`config.mk`:
```
export PLATFORM = sky130hd
export DESIGN_NAME = csa_seq_wide_adder
export DESIGN_NICKNAME = d
export VERILOG_FILES = /design/src/rtl/csa_seq_pkg.sv /design/src/rtl/csa_slice_adder.sv /design/src/rtl/csa_seq_wide_adder.sv
export SDC_FILE = /design/constraint.sdc
export NUM_CORES = 1
export LEC_CHECK = 0
export ABC_AREA = 1
export ABC_CLOCK_PERIOD_IN_PS = 3500
export BUFFER_PORTS_ARGS = -buffer_cell sky130_fd_sc_hd__buf_2
export CAP_MARGIN = 20
export CORE_MARGIN = 4
export CORE_UTILIZATION = 40
export CTS_BUF_LIST = sky130_fd_sc_hd__clkbuf_2 sky130_fd_sc_hd__clkbuf_4 sky130_fd_sc_hd__clkbuf_8
export CTS_CLUSTER_DIAMETER = 80
export DETAILED_ROUTE_END_ITERATION = 10
export GPL_ROUTABILITY_DRIVEN = 0
export MAX_ROUTING_LAYER = met4
export PLACE_DENSITY = 0.7
export SLEW_MARGIN = 20
export SYNTH_ARGS = -nofsm -noshare
export SYNTH_HDL_FRONTEND = slang
export SYNTH_SLANG_ARGS = --single-unit
```
`constraint.sdc`:
```
create_clock -name clk -period 3.5 [get_ports clk]
set_input_delay 0.7 -clock clk [delete_from_list [all_inputs] [get_ports clk]]
set_output_delay 0.7 -clock clk [all_outputs]
set_load 0.01 [all_outputs]
```
`src/rtl/csa_seq_pkg.sv`:
```
//------------------------------------------------------------------------------
// csa_seq_pkg : shared FSM encodings and slice default for the wide adder
// Rev 1.0
//------------------------------------------------------------------------------
`default_nettype none

package csa_seq_pkg;

  localparam int c_slice_dflt = 8;

  localparam logic [1:0] c_idle = 2'd0;
  localparam logic [1:0] c_run  = 2'd1;
  localparam logic [1:0] c_done = 2'd2;

endpackage

`default_nettype wire

```
`src/rtl/csa_slice_adder.sv`:
```
//------------------------------------------------------------------------------
// csa_slice_adder : combinational carry-select adder of SLICE bits
// Rev 1.0
//------------------------------------------------------------------------------
`default_nettype none

module csa_slice_adder
  import csa_seq_pkg::*;
#(
  parameter int SLICE = c_slice_dflt
) (
  input  logic [SLICE-1:0] a,
  input  logic [SLICE-1:0] b,
  input  logic             ci,
  output logic [SLICE-1:0] s,
  output logic             co
);

  localparam int c_lo = SLICE / 2;
  localparam int c_hi = SLICE - c_lo;

  generate
    if (SLICE < 2) begin : g_slice_check
      $error("csa_slice_adder: SLICE must be at least 2");
    end
  endgenerate

  logic [c_lo:0] w_lo;
  logic [c_hi:0] w_hi0;
  logic [c_hi:0] w_hi1;

  assign w_lo  = {1'b0, a[c_lo-1:0]} + {1'b0, b[c_lo-1:0]} + {{c_lo{1'b0}}, ci};
  // Upper half is precomputed for both possible carries, then selected.
  assign w_hi0 = {1'b0, a[SLICE-1:c_lo]} + {1'b0, b[SLICE-1:c_lo]};
  assign w_hi1 = {1'b0, a[SLICE-1:c_lo]} + {1'b0, b[SLICE-1:c_lo]} + {{c_hi{1'b0}}, 1'b1};

  assign s  = {(w_lo[c_lo] ? w_hi1[c_hi-1:0] : w_hi0[c_hi-1:0]), w_lo[c_lo-1:0]};
  assign co = w_lo[c_lo] ? w_hi1[c_hi] : w_hi0[c_hi];

endmodule

`default_nettype wire

```
`src/rtl/csa_seq_wide_adder.sv`:
```
//------------------------------------------------------------------------------
// csa_seq_wide_adder : WIDTH-bit adder built by feeding one slice per cycle,
// LSB first, through csa_slice_adder. Option macro: CSA_SEQ_OVF_EN (ovf port).
// Rev 1.0
//------------------------------------------------------------------------------
`default_nettype none

module csa_seq_wide_adder
  import csa_seq_pkg::*;
#(
  parameter int WIDTH = 32,
  parameter int SLICE = c_slice_dflt
) (
  input  logic             clk,
  input  logic             rst,
  input  logic             in_valid,
  output logic             in_ready,
  input  logic [WIDTH-1:0] a,
  input  logic [WIDTH-1:0] b,
  input  logic             cin,
  output logic             out_valid,
  input  logic             out_ready,
  output logic [WIDTH-1:0] sum,
  output logic             cout
`ifdef CSA_SEQ_OVF_EN
  ,
  output logic             ovf
`endif
);

  localparam int NSLICE = WIDTH / SLICE;
  localparam int IDXW   = (NSLICE > 1) ? $clog2(NSLICE) : 1;
  localparam logic [IDXW-1:0] c_last = IDXW'(NSLICE - 1);

  generate
    if ((WIDTH % SLICE) != 0) begin : g_width_check
      $error("csa_seq_wide_adder: WIDTH must be a multiple of SLICE");
    end
  endgenerate

  logic [1:0]       r_state;
  logic [1:0]       w_state_nxt;
  logic [WIDTH-1:0] r_a;
  logic [WIDTH-1:0] r_b;
  logic             r_carry;
  logic [IDXW-1:0]  r_idx;
  logic [WIDTH-1:0] r_sum;
  logic             r_cout;
  logic [SLICE-1:0] w_s;
  logic             w_co;
  logic             w_last;

  assign w_last = (r_idx == c_last);

  csa_slice_adder #(.SLICE(SLICE)) u_slice (
    .a  (r_a[r_idx*SLICE +: SLICE]),
    .b  (r_b[r_idx*SLICE +: SLICE]),
    .ci (r_carry),
    .s  (w_s),
    .co (w_co)
  );

  always_ff @(posedge clk or posedge rst) begin
    if (rst) r_state <= c_idle;
    else     r_state <= w_state_nxt;
  end

  always_comb begin
    w_state_nxt = r_state;
    case (r_state)
      c_idle:  if (in_valid)  w_state_nxt = c_run;
      c_run:   if (w_last)    w_state_nxt = c_done;
      c_done:  if (out_ready) w_state_nxt = c_idle;
      default:                w_state_nxt = c_idle;
    endcase
  end

  always_comb begin
    in_ready  = (r_state == c_idle);
    out_valid = (r_state == c_done);
  end

  // Carry between slices only ever travels through r_carry.
  always_ff @(posedge clk or posedge rst) begin
    if (rst) begin
      r_a     <= '0;
      r_b     <= '0;
      r_carry <= 1'b0;
      r_idx   <= '0;
      r_sum   <= '0;
      r_cout  <= 1'b0;
    end else begin
      case (r_state)
        c_idle: if (in_valid) begin
          r_a     <= a;
          r_b     <= b;
          r_carry <= cin;
          r_idx   <= '0;
          r_sum   <= '0;
          r_cout  <= 1'b0;
        end
        c_run: begin
          r_sum[r_idx*SLICE +: SLICE] <= w_s;
          r_carry <= w_co;
          if (w_last) begin
            r_idx  <= '0;
            r_cout <= w_co;
          end else begin
            r_idx  <= r_idx + IDXW'(1);
          end
        end
        default: ;
      endcase
    end
  end

  assign sum  = r_sum;
  assign cout = r_cout;

`ifdef CSA_SEQ_OVF_EN
  logic r_ovf;

  always_ff @(posedge clk or posedge rst) begin
    if (rst) begin
      r_ovf <= 1'b0;
    end else if (r_state == c_idle && in_valid) begin
      r_ovf <= 1'b0;
    end else if (r_state == c_run && w_last) begin
      r_ovf <= (r_a[WIDTH-1] == r_b[WIDTH-1]) && (w_s[SLICE-1] != r_a[WIDTH-1]);
    end
  end

  assign ovf = r_ovf;
`endif

endmodule

`default_nettype wire

```
== Word-level counts from Yosys, hierarchy flattened ==
Index checks and enable logic that the tools add are counted.

* Bits in read-only memories: 0
* Bits in writable memories: 0
* Output and inout bits: 35
* Bits in latches: 0
* Memories: 0
* Register bits after elaboration: 102
* Word-level logic and storage cells: 46

* Reductions and logical operators: 6
* Bitwise gates (word level): 0
* $mul: 0
* Add/sub/neg operators: 6
* Divide/modulo/power cells: 0
* $lt $le $gt $ge: 0
* Shifts and indexed selects: 4
* Multiplexer cells: 17
* Equality and inequality tests: 6

{| class="wikitable"
|+ Operator list
! kind !! count
|-
| case mux 32 bit (2 select lines) || 1
|-
| variable part select 32 x 6 -> 8 bit || 2
|-
| negation 5 -> 34 bit || 1
|-
| variable shift 8 x 34 -> 32 bit (first input constant) || 1
|-
| variable part select 8 x 34 -> 32 bit || 1
|-
| bitwise mux 32 bit || 1
|-
| two-way mux 32 bit || 1
|-
| adder 4 x 4 -> 5 bit || 2
|-
| two-way mux 2 bit || 5
|-
| case mux 2 bit (3 select lines) || 1
|-
| AND reduction 3 bit || 2
|-
| adder 5 x 1 -> 5 bit || 1
|-
| adder 5 x 1 -> 5 bit (second input constant) || 1
|-
| equality test 2 bit (second input constant) || 2
|-
| two-way mux 1 bit || 4
|-
| two-way mux 4 bit || 1
|-
| != test 2 bit (second input constant) || 2
|-
| case mux 1 bit (2 select lines) || 2
|-
| case mux 2 bit (2 select lines) || 1
|-
| AND reduction 2 bit || 2
|-
| adder 2 x 1 -> 2 bit (second input constant) || 1
|-
| equality test 2 x 1 -> 1 bit (second input constant) || 1
|-
| logical NOT 2 bit || 1
|-
| != test 2 x 1 -> 1 bit (second input constant) || 1
|-
| nonzero test 2 bit || 1
|}

== Logic depth before layout (Yosys ltp) ==
Gate-level depths: netlist (run 1).

* Depth after elaboration: 7
* Mapped depth: 18
* Depth with buffers taken out: 16

== By module ==
From an unflattened synthesis (run 1), not the netlist that was laid out.

* Cells, all modules: 667
* Area, all modules: 5247.5 um^2

{| class="wikitable"
|+ Modules (own cells, without submodules)
! module !! instances !! area each (um^2) !! sequential area each (um^2) !! cells each
|-
| csa_seq_wide_adder || 1 || 4870.9 || 2552.4 || 610
|-
| csa_slice_adder || 1 || 376.6 || 0.0 || 57
|}

== Worst setup path before layout (run 1) ==
Ideal clock, no wire load.

* Kind: flip-flop to flip-flop
* Start: register r_idx[0]
* End: register r_sum[12], in the netlist sum[12]
* Required time: 3384 ps
* Stages on the path, launching flop included: 17
* Clock period less this slack: 2649 ps
* Library setup time: 116 ps
* Arrival time: 2532 ps
* Setup slack: 851 ps
* Path buffers: 2
* Path through: dfrtp_1 -> buf_2 -> clkinv_1 -> clkbuf_1 -> o21ai_0 -> o22ai_1 -> fa_1 -> inv_1 -> fa_1 -> inv_1 -> nand3_1 -> nand2_2 -> or2_2 -> nand3_1 -> nor2_1 -> nand2_1 -> nand2_1

* Cells in the longest elaborated chain, start to end: 7
* Elaborated cells on any way between the ends: 12
* Those cells by class: 5 x add/sub; 4 x shift; 3 x mux

{| class="wikitable"
|+ RTL lines
! what !! line !! source
|-
| start: declaration || csa_seq_wide_adder.sv:46 || <nowiki>logic [IDXW-1:0] r_idx;</nowiki>
|-
| start signal: assignment || csa_seq_wide_adder.sv:109 || <nowiki>r_idx <= r_idx + IDXW'(1);</nowiki>
|-
| variable part select 32 x 6 -> 8 bit (on tied branches) || csa_seq_wide_adder.sv:56, csa_seq_wide_adder.sv:57 ||
|-
| adder 4 x 4 -> 5 bit (on tied branches) || csa_slice_adder.sv:34, csa_slice_adder.sv:35, csa_slice_adder.sv:32 ||
|-
| adder 5 x 1 -> 5 bit (on tied branches) || csa_slice_adder.sv:35, csa_slice_adder.sv:32 ||
|-
| two-way mux 4 bit || csa_slice_adder.sv:37 || <nowiki>assign s = {(w_lo[c_lo] ? w_hi1[c_hi-1:0] : w_hi0[c_hi-1:0]), w_lo[c_lo-1:0]};</nowiki>
|-
| variable part select 8 x 34 -> 32 bit || csa_seq_wide_adder.sv:103 || <nowiki>r_sum[r_idx*SLICE +: SLICE] <= w_s;</nowiki>
|-
| bitwise mux 32 bit * || csa_seq_wide_adder.sv:103 ||
|-
| case mux 32 bit (2 select lines) * || csa_seq_wide_adder.sv:93 || <nowiki>case (r_state)</nowiki>
|-
| end signal: indexed assignment || csa_seq_wide_adder.sv:103 ||
|-
| end: declaration || csa_seq_wide_adder.sv:47 || <nowiki>logic [WIDTH-1:0] r_sum;</nowiki>
|}

Every way passes the cells marked *; elsewhere a longest branch is shown, timed or not.
A chain may end at the register's enable or synchronous reset.

== Worst setup path in the final report (run 1) ==
* Start: register r_idx[0]
* End: register r_carry

* Cells in the longest elaborated chain, start to end: 5
* Elaborated cells on any way between the ends: 8
* Those cells by class: 4 x add/sub; 2 x shift; 2 x mux

{| class="wikitable"
|+ RTL lines
! what !! line !! source
|-
| variable part select 32 x 6 -> 8 bit (on tied branches) || csa_seq_wide_adder.sv:56, csa_seq_wide_adder.sv:57 ||
|-
| adder 4 x 4 -> 5 bit (on tied branches) || csa_slice_adder.sv:34, csa_slice_adder.sv:35, csa_slice_adder.sv:32 ||
|-
| adder 5 x 1 -> 5 bit (on tied branches) || csa_slice_adder.sv:35, csa_slice_adder.sv:32 ||
|-
| two-way mux 1 bit * || csa_slice_adder.sv:38 || <nowiki>assign co = w_lo[c_lo] ? w_hi1[c_hi] : w_hi0[c_hi];</nowiki>
|-
| case mux 1 bit (2 select lines) * || csa_seq_wide_adder.sv:93 ||
|-
| end signal: assignment || csa_seq_wide_adder.sv:97 || <nowiki>r_carry <= cin;</nowiki>
|-
| end signal: assignment || csa_seq_wide_adder.sv:104 || <nowiki>r_carry <= w_co;</nowiki>
|-
| end: declaration || csa_seq_wide_adder.sv:45 || <nowiki>logic r_carry;</nowiki>
|}

Marks and branches as above.

==> results of run 1 <==
worst max-delay path by stage:
stage	cells past startpoint	to	startpoint	slack (ns)
after floorplan	1	cout$_DFFE_PP0P_	rst	0.12
after global placement	15	r_carry$_DFFE_PP0P_	r_idx[0]$_DFFE_PP0P_	0.72
after detailed placement	15	cout$_DFFE_PP0P_	r_idx[0]$_DFFE_PP0P_	0.64
after CTS	15	r_carry$_DFFE_PP0P_	r_idx[0]$_DFFE_PP0P_	0.61
after global routing	13	r_carry$_DFFE_PP0P_	r_idx[1]$_DFFE_PP0P_	0.26
final	15	r_carry$_DFFE_PP0P_	r_idx[0]$_DFFE_PP0P_	0.58
logic make-up after synthesis:
kind of cell | after synthesis | share of synthesized area [%]
compound gates | 80 | 9.42
buf+inv | 64 | 5.75
simple gates | 337 | 27.8
flops | 102 | 52.4
xor+xnor | 2 | 0.360
fa+ha+maj | 15 | 4.31
layer usage:
layer | part of all wire (%) | GRT usage (%) | routed length [um] | vias to the layer above
met4 | 3.0 | 6.81 | 388 | 0
met1 | 43 | 25.0 | 5540 | 2020
li1 | - | - | - | 2091
met2 | 48 | 29.9 | 6080 | 154
met5 | 0 | - | 0 | -
met3 | 5.8 | 3.88 | 745 | 27
critical path, stage by stage, from the launching register on:
cell	delay, ns
dfrtp_1	0.36
buf_4	0.40
o21ai_0	0.17
o22ai_1	0.23
fa_1	0.23
inv_1	0.06
fa_1	0.41
inv_1	0.07
nand3_1	0.07
nand2_2	0.13
nand2_1	0.08
nor2_2	0.17
nand2_1	0.07
nand2_1	0.06
nand3_1	0.13
a21oi_1	0.17
registers in the layout, summed over array words and instances (netlist names):
| register | cells |
|---|---|
| r_b | 32 |
| r_carry | 1 |
| r_idx | 2 |
| sum | 32 |
| cout | 1 |
| r_state | 2 |
| r_a | 32 |
cells in the final DEF (no fill, tap or decap), types with 9 or more instances in the layout:
master / netlist / routed
nand2_1: 261 / 260
nor2_1: 41 / 41
inv_1: 30 / 29
buf_2: 8 / 103
dfrtp_1: 102 / 102
clkbuf_8: 0 / 9
o21ai_0: 36 / 36
ha_1: 12 / 12
nand3_1: 24 / 24
o22ai_1: 20 / 20
metrics by stage:
stage,setup slack (ns),cell area [sq um],hold slack (ns)
finish,0.582,5730,0.420
global route,0.257,5730,0.466
CTS,0.614,5730,0.432
detailed placement,0.643,5510,0.460
global placement,0.716,5510,0.459
floorplan,0.125,4870,0.444
where the power goes:
group	total, mW	switching [mW]	internal, mW
registers	2.02	0.334	1.69
logic	3.54	2.33	1.21
clock network	0.822	0.417	0.405
synth_stat cells, drive strengths merged:
cell type,number
nand2,263
or2,1
dfrtp,102
buf,19
a32o,2
nor2,47
o31ai,3
nand4,1
clkbuf,7
nand3,24
o22ai,20
o21ai,45
nor3,1
xnor2,2
fa,3
inv,36
ha,12
a21oi,8
clkinv,2
a32oi,2
cell type report:
| class | instances | share of cell area, % |
|---|---|---|
| Clock buffer | 9 | 2.16 |
| Clock inverter | 7 | 1.70 |
| Inverter | 38 | 2.53 |
| Multi-Input combinational cell | 434 | 35.6 |
| Sequential cell | 102 | 44.5 |
| Tap cell | 147 | 3.21 |
| Timing Repair Buffer | 109 | 10.2 |
==> impl_results.md, run 1 <==
- Overall fraction of global-route tracks in use: a little under a fifth
- Slew @ Worst Pin: approximately 0.75 ns
- Area delta synth->final: 17.6%
- Crit path kind: reg -> reg
- DRC viols: 0
- DRT Wirelength: 12800 um
- Die W: 118 um
- Initial drt markers: 262
- Avg Cell Area, Syn: just over 8 sq um
- Power Total: 6.38 mW
- CTS Buffer Depth: 2
- CTS Buf Count: 9
- R2R depth: 15
- GRT Residual Overflow: 0
- Die Y: 118 um
- Reg2reg setup slack: a little under 0.6 ns
- Fin crit share: 83.4%
- Share of cells above drive strength 1: 20.7%
- Fill count: 1193
- Setup TNS: 0 ns
- Critical R2R Capture: r_carry$_DFFE_PP0P_
- Syn Inst Count: 600
- CP arrival: 3.21 ns
- Post-Synthesis Cell Area: 4870 sq um
- Yosys top cell by area: dfrtp_1
- Minimum clock period: 2.92 ns
- First-pass GRT wire length: 21200 um
- Die ar.: 14000 sq um
- Routed len/inst: 15.1 um
- Largest net degree at the start of global routing: 77
- CP max FO: 46
- Final hold vios: 0
- Min-delay worst type: in -> async
- Seq/Total Area, Yosys: 52.4%
- Vias in the first global route: 4278
- Non-Filler Instances: 846
- Ranking of synthesized cells by area: dfrtp_1 52%, nand2_1 20%, o21ai_0 3.7%
- Core Area: 12000 sq um
- Final core utilization: between 40% and 50%
- I/O pin total: about 100
- Cell Pwr Density: 1110 nW/um^2
- Cells after DPL: just over 800
- FF+latch count, synth: just over 100
- Outcome: complete, no violations
- Syn_nets: 684
- Row count: 40
- Postcts setup bufs: 0
- CP startpoint kind: flop
- Worst r2r src: r_idx[0]$_DFFE_PP0P_
- Clock slew at the register clock pins of the worst setup and hold paths: about 0.10 ns
- Register area: 2550 sq um
- Detailed Place HPWL: 9460 um
- CTS resizes: 0
- Crit. End Element: flop
- Drt via density: 5.07
- Relative slew slack: approximately half
- Maximum clock frequency: 0.343 GHz
- N_diodes: 0
- Via count: 4292
- Synth warn: 0
- Initial antenna violation count: 0
- Initial Util: 40.7%
- Maximum VDD drop: 0.450 mV
- Clock latency on the worst-skew pair: 0.36 ns
- Max-cap viol count: 0
- Clk_skew: 0.00870 ns
- Htree depth: 3
- Required time worst endpoint: 3.79 ns
- Post-CTS Hold Fix Bufs: 0
- # port buffers: around 100
- TritonCTS clock tree: yes
- # setup viols final: 0
- Router iterations before antenna repair: 5
- Max-slew violation count: 0
- Yosys cell types: 30
- Multi-input gate area: around 2000 sq um
- RSZ-0062 raised after global routing: no
- Final ANT Viol Nets: 0
- Number of clock sinks: 102
- CTS root buffer: clkbuf_8
- Nets: between 700 and 800
- P_leak: 3.13 nW
- Area fraction of the dominant cell type after synthesis: 52.4%
No activity file was read; power rests on OpenSTA's default activity.
==> inputs of run 2 (changes only) <==
--- a/config.mk
+++ b/config.mk
@@ -5,8 +5,8 @@
 export SDC_FILE = /design/constraint.sdc
 export NUM_CORES = 1
 export LEC_CHECK = 0
-export ABC_AREA = 1
-export ABC_CLOCK_PERIOD_IN_PS = 3500
+export ABC_AREA = 0
+export ABC_CLOCK_PERIOD_IN_PS = 2410
 export BUFFER_PORTS_ARGS = -buffer_cell sky130_fd_sc_hd__buf_2
 export CAP_MARGIN = 20
 export CORE_MARGIN = 4
==> constraint.sdc (replaced) <==
create_clock -name clk -period 2.41 [get_ports clk]
set_input_delay 0.482 -clock clk [delete_from_list [all_inputs] [get_ports clk]]
set_output_delay 0.482 -clock clk [all_outputs]
set_load 0.01 [all_outputs]
==> run 2 against run 1 <==
  * The flow now finishes with violations (setup timing)
  * Critical path depth is 8 lower
  * Non-clock buffer count is 27 higher
  * Die area is 1.6% lower
  * Clock-buffer cell count stayed put
  * Maximum frequency is 11% higher
  * First-iteration DRC count is 18% lower
  * Cell area is 5.8% higher
  * Flip-flop and latch count stayed put
  * Via count is 21% lower
  * Global-route usage is 2.4 points lower
  * Synthesized cell count is 42% lower
  * Critical path type unchanged
==> impl_results.md, run 2 <==
- Outcome: finished, violations left
- Failing checks: setup timing
- Most frequent cells in the layout: 103 x buf_2, 100 x dfrtp_1, 64 x mux2_2
- CP startpoint kind: flop
- Nets: 560 (-28%)
- Post-synth EDFFs: 0 (unchanged)
- Ys async rst share: 100% (unchanged)
- Clk_skew: 0.00907 ns (+0.000376 ns)
- Ranking of synthesized cells by area: dfrtp_1 53%, mux2_2 15%, mux4_2 7.5%
- Synth warn: 0 (unchanged)
- Overall fraction of global-route tracks in use: 16.8% (-2.4 points)
- DRC viols: 0 (unchanged)
- GRT Residual Overflow: 0 (unchanged)
- Htree depth: 3 (unchanged)
- Initial drt markers: 216 (-18%)
- Register area: 2550 sq um (about the same)
- Max-slew violation count: 0 (unchanged)
- Yosys top cell by area: dfrtp_1
- # setup viols final: 18 (+18)
- Die Y: 117 um (-0.78%)
- Syn Inst Count: 346 (-42%)
- TritonCTS clock tree: yes
- Slowest stage delay, CP: 0.56 ns (+0.15 ns)
- Post-CTS Hold Fix Bufs: 0 (unchanged)
- Multi-input gate area: 2260 sq um (+11%)
- Min-delay worst type: in -> async
- CTS root buffer: clkbuf_8
- Clock latency on the worst-skew pair: 0.38 ns (+0.02 ns)
- Slack of the critical path: -0.212 ns (-0.794 ns)
- Routed len/inst: 17.8 um (+18%)
- Crit path kind: reg -> reg
- Share of cells above drive strength 1: 54.6% (+34 points)
- # port buffers: 103 (unchanged)
- Die ar.: 13800 sq um (-1.6%)
- Slowest cell on crit path: mux4_2
- Largest net degree at the start of global routing: 103 (+34%)
- Count leader, synth: dfrtp_1
- CP Cell Sequence: mux4_2, ha_4, fa_1, ha_2, o2111ai_4, or4_1, nand3_1
- Post-Synthesis Cell Area: 4790 sq um (-1.7%)
- CTS Buf Count: 9 (unchanged)
- N_diodes: 0 (unchanged)
- Post-synth top cells: 102 x dfrtp_1, 64 x mux2_2, 20 x a22o_1, 19 x nand2_1, 16 x mux4_2
- Fill count: 1009 (-15%)
- First-pass GRT wire length: 18100 um (-15%)
- Area delta synth->final: 26.5%
- CP arrival: 2.94 ns (-0.27 ns)
- Final hold vios: 0 (unchanged)
- Syn_nets: 430 (-37%)
- Number of clock sinks: 102 (unchanged)
- Yosys cell types: 44 (+47%)
- Area fraction of the dominant cell type after synthesis: 53.3% (+0.89 points)
- Via count: 3391 (-21%)
- CTS Buffer Depth: 2 (unchanged)
- Row count: 39 (-2.5%)
- Crit. End Element: flop
- Worst hold slack: 0.257 ns (-0.163 ns)
- Ys flop type: dfrtp_1
- Router iterations before antenna repair: 4 (-1)
- Minimum clock period: 2.62 ns (-0.296 ns)
- Slew @ Worst Pin: 0.531 ns (-0.220 ns)
- CP max FO: 4 (-91%)
- Drt via density: 5.44 (+7.3%)
- Fin crit share: 109% (+25 points)
- I/O pin total: 104 (unchanged)
- Max-cap viol count: 0 (unchanged)
- Required time worst endpoint: 2.72 ns (-1.07 ns)
- Final ANT Viol Nets: 0 (unchanged)
- Clock slew at the register clock pins of the worst setup and hold paths: 0.10 ns (about the same)
- Initial Util: 41.4% (+0.69 points)
- Vias in the first global route: 3466 (-19%)
- Seq/Total Area, Yosys: 53.3% (+0.89 points)
- Maximum clock frequency: 0.381 GHz (+11%)
- Detailed Place HPWL: 8240 um (-13%)
- Core Area: 11600 sq um (-3.3%)
- DRT Wirelength: 11100 um (-13%)
- Commonest non-fill, non-tap cell in the layout: buf_2
- Initial antenna violation count: 0 (unchanged)
- FF+latch count, synth: 102 (unchanged)
- Avg Cell Area, Syn: 13.8 sq um (+71%)
- RSZ-0062 raised after global routing: yes
- Relative slew slack: 64.6% (+15 points)
- Die W: 117 um (-0.78%)
[run 2: cell types whose count changed after synthesis, moves of 17 or more]
cell / previous run / this run
inv_1: 30 / 8
o21ai_0: 36 / 13
mux2_2: 0 / 64
a22o_1: 0 / 20
o22ai_1: 20 / 1
nor2_1: 41 / 2
nand3_1: 24 / 7
nand2_1: 261 / 19
[run 2: final timing paths]
check	from	end	slack (ns)	cells after the start
worst max-delay path	r_idx[0]$_DFFE_PP0P_	cout$_DFFE_PP0P_	-0.21	7
worst min-delay path	rst	sum[1]$_DFFE_PP0P_	0.26	3
worst max register to register	r_idx[0]$_DFFE_PP0P_	cout$_DFFE_PP0P_	-0.21	7
worst min register to register	sum[29]$_DFFE_PP0P_	sum[29]$_DFFE_PP0P_	0.49	2
max in group asynchronous	rst	r_idx[1]$_DFFE_PP0P_	1.76	3
min in group clk	out_ready	r_state[1]$_DFFE_PP0P_	0.30	2
[run 2: layer usage]
layer  track usage (%)  wire [um]
met2              26.5       5240
met3              4.48        709
met5                 -          0
met1              22.0       5060
met4              3.74        100
[run 2: cell type report]
class                   count  area share [%]
repair buffers            136            13.4
clock inverters             6            1.53
well taps                 143            2.95
multi-input cells         219            37.3
inverters                   8           0.557
flip-flops and latches    102            42.1
clock buffers               9            2.04
[run 2: worst max-delay path: cells and delay by family, from the launching register on]
family                     cells  cell delay, ns
and+or+nand+nor                2            0.53
adders and majority gates      3            0.90
DFF                            1            0.42
AOI/OAI and AO/OA              1            0.13
muxes                          1            0.56
[run 2: what timing repair did]
action	CTS	global route
pin swaps	13	7
gates resized for setup	15	13
hold endpoints to repair	0	0
endpoints found under the setup margin	26	28
setup buffers	4	1
[run 2: metrics by stage]
step	worst slack [ns]	utilization [%]	std cells	TNS [ns]	instance area, sq um
after floorplan	-0.255	-	346	-2.31	4850
after global placement	-0.212	49.3	605	-3.04	5700
after CTS	-0.225	51.9	622	-3.11	6000
after detailed placement	-0.243	49.3	605	-3.84	5700
after global routing	-0.310	52.4	623	-4.81	6060
final	-0.212	52.4	623	-2.32	6060
[run 2: cell families (layout without fill, tap and decap cells)]
kind of cell    count (synthesis)  after routing  share of synthesized area (%)
flops                         102            102                           53.3
simple gates                   54             54                           6.27
compound gates                 63             63                           9.77
fa+ha+maj                      15             15                           4.39
xor+xnor                        5              5                           1.07
buf+inv                        25            159                           2.25
mux                            82             82                           23.0
Power of run 2 is not shown: default switching activity piles up to over one toggle a cycle in this logic, so the estimate is an artifact.
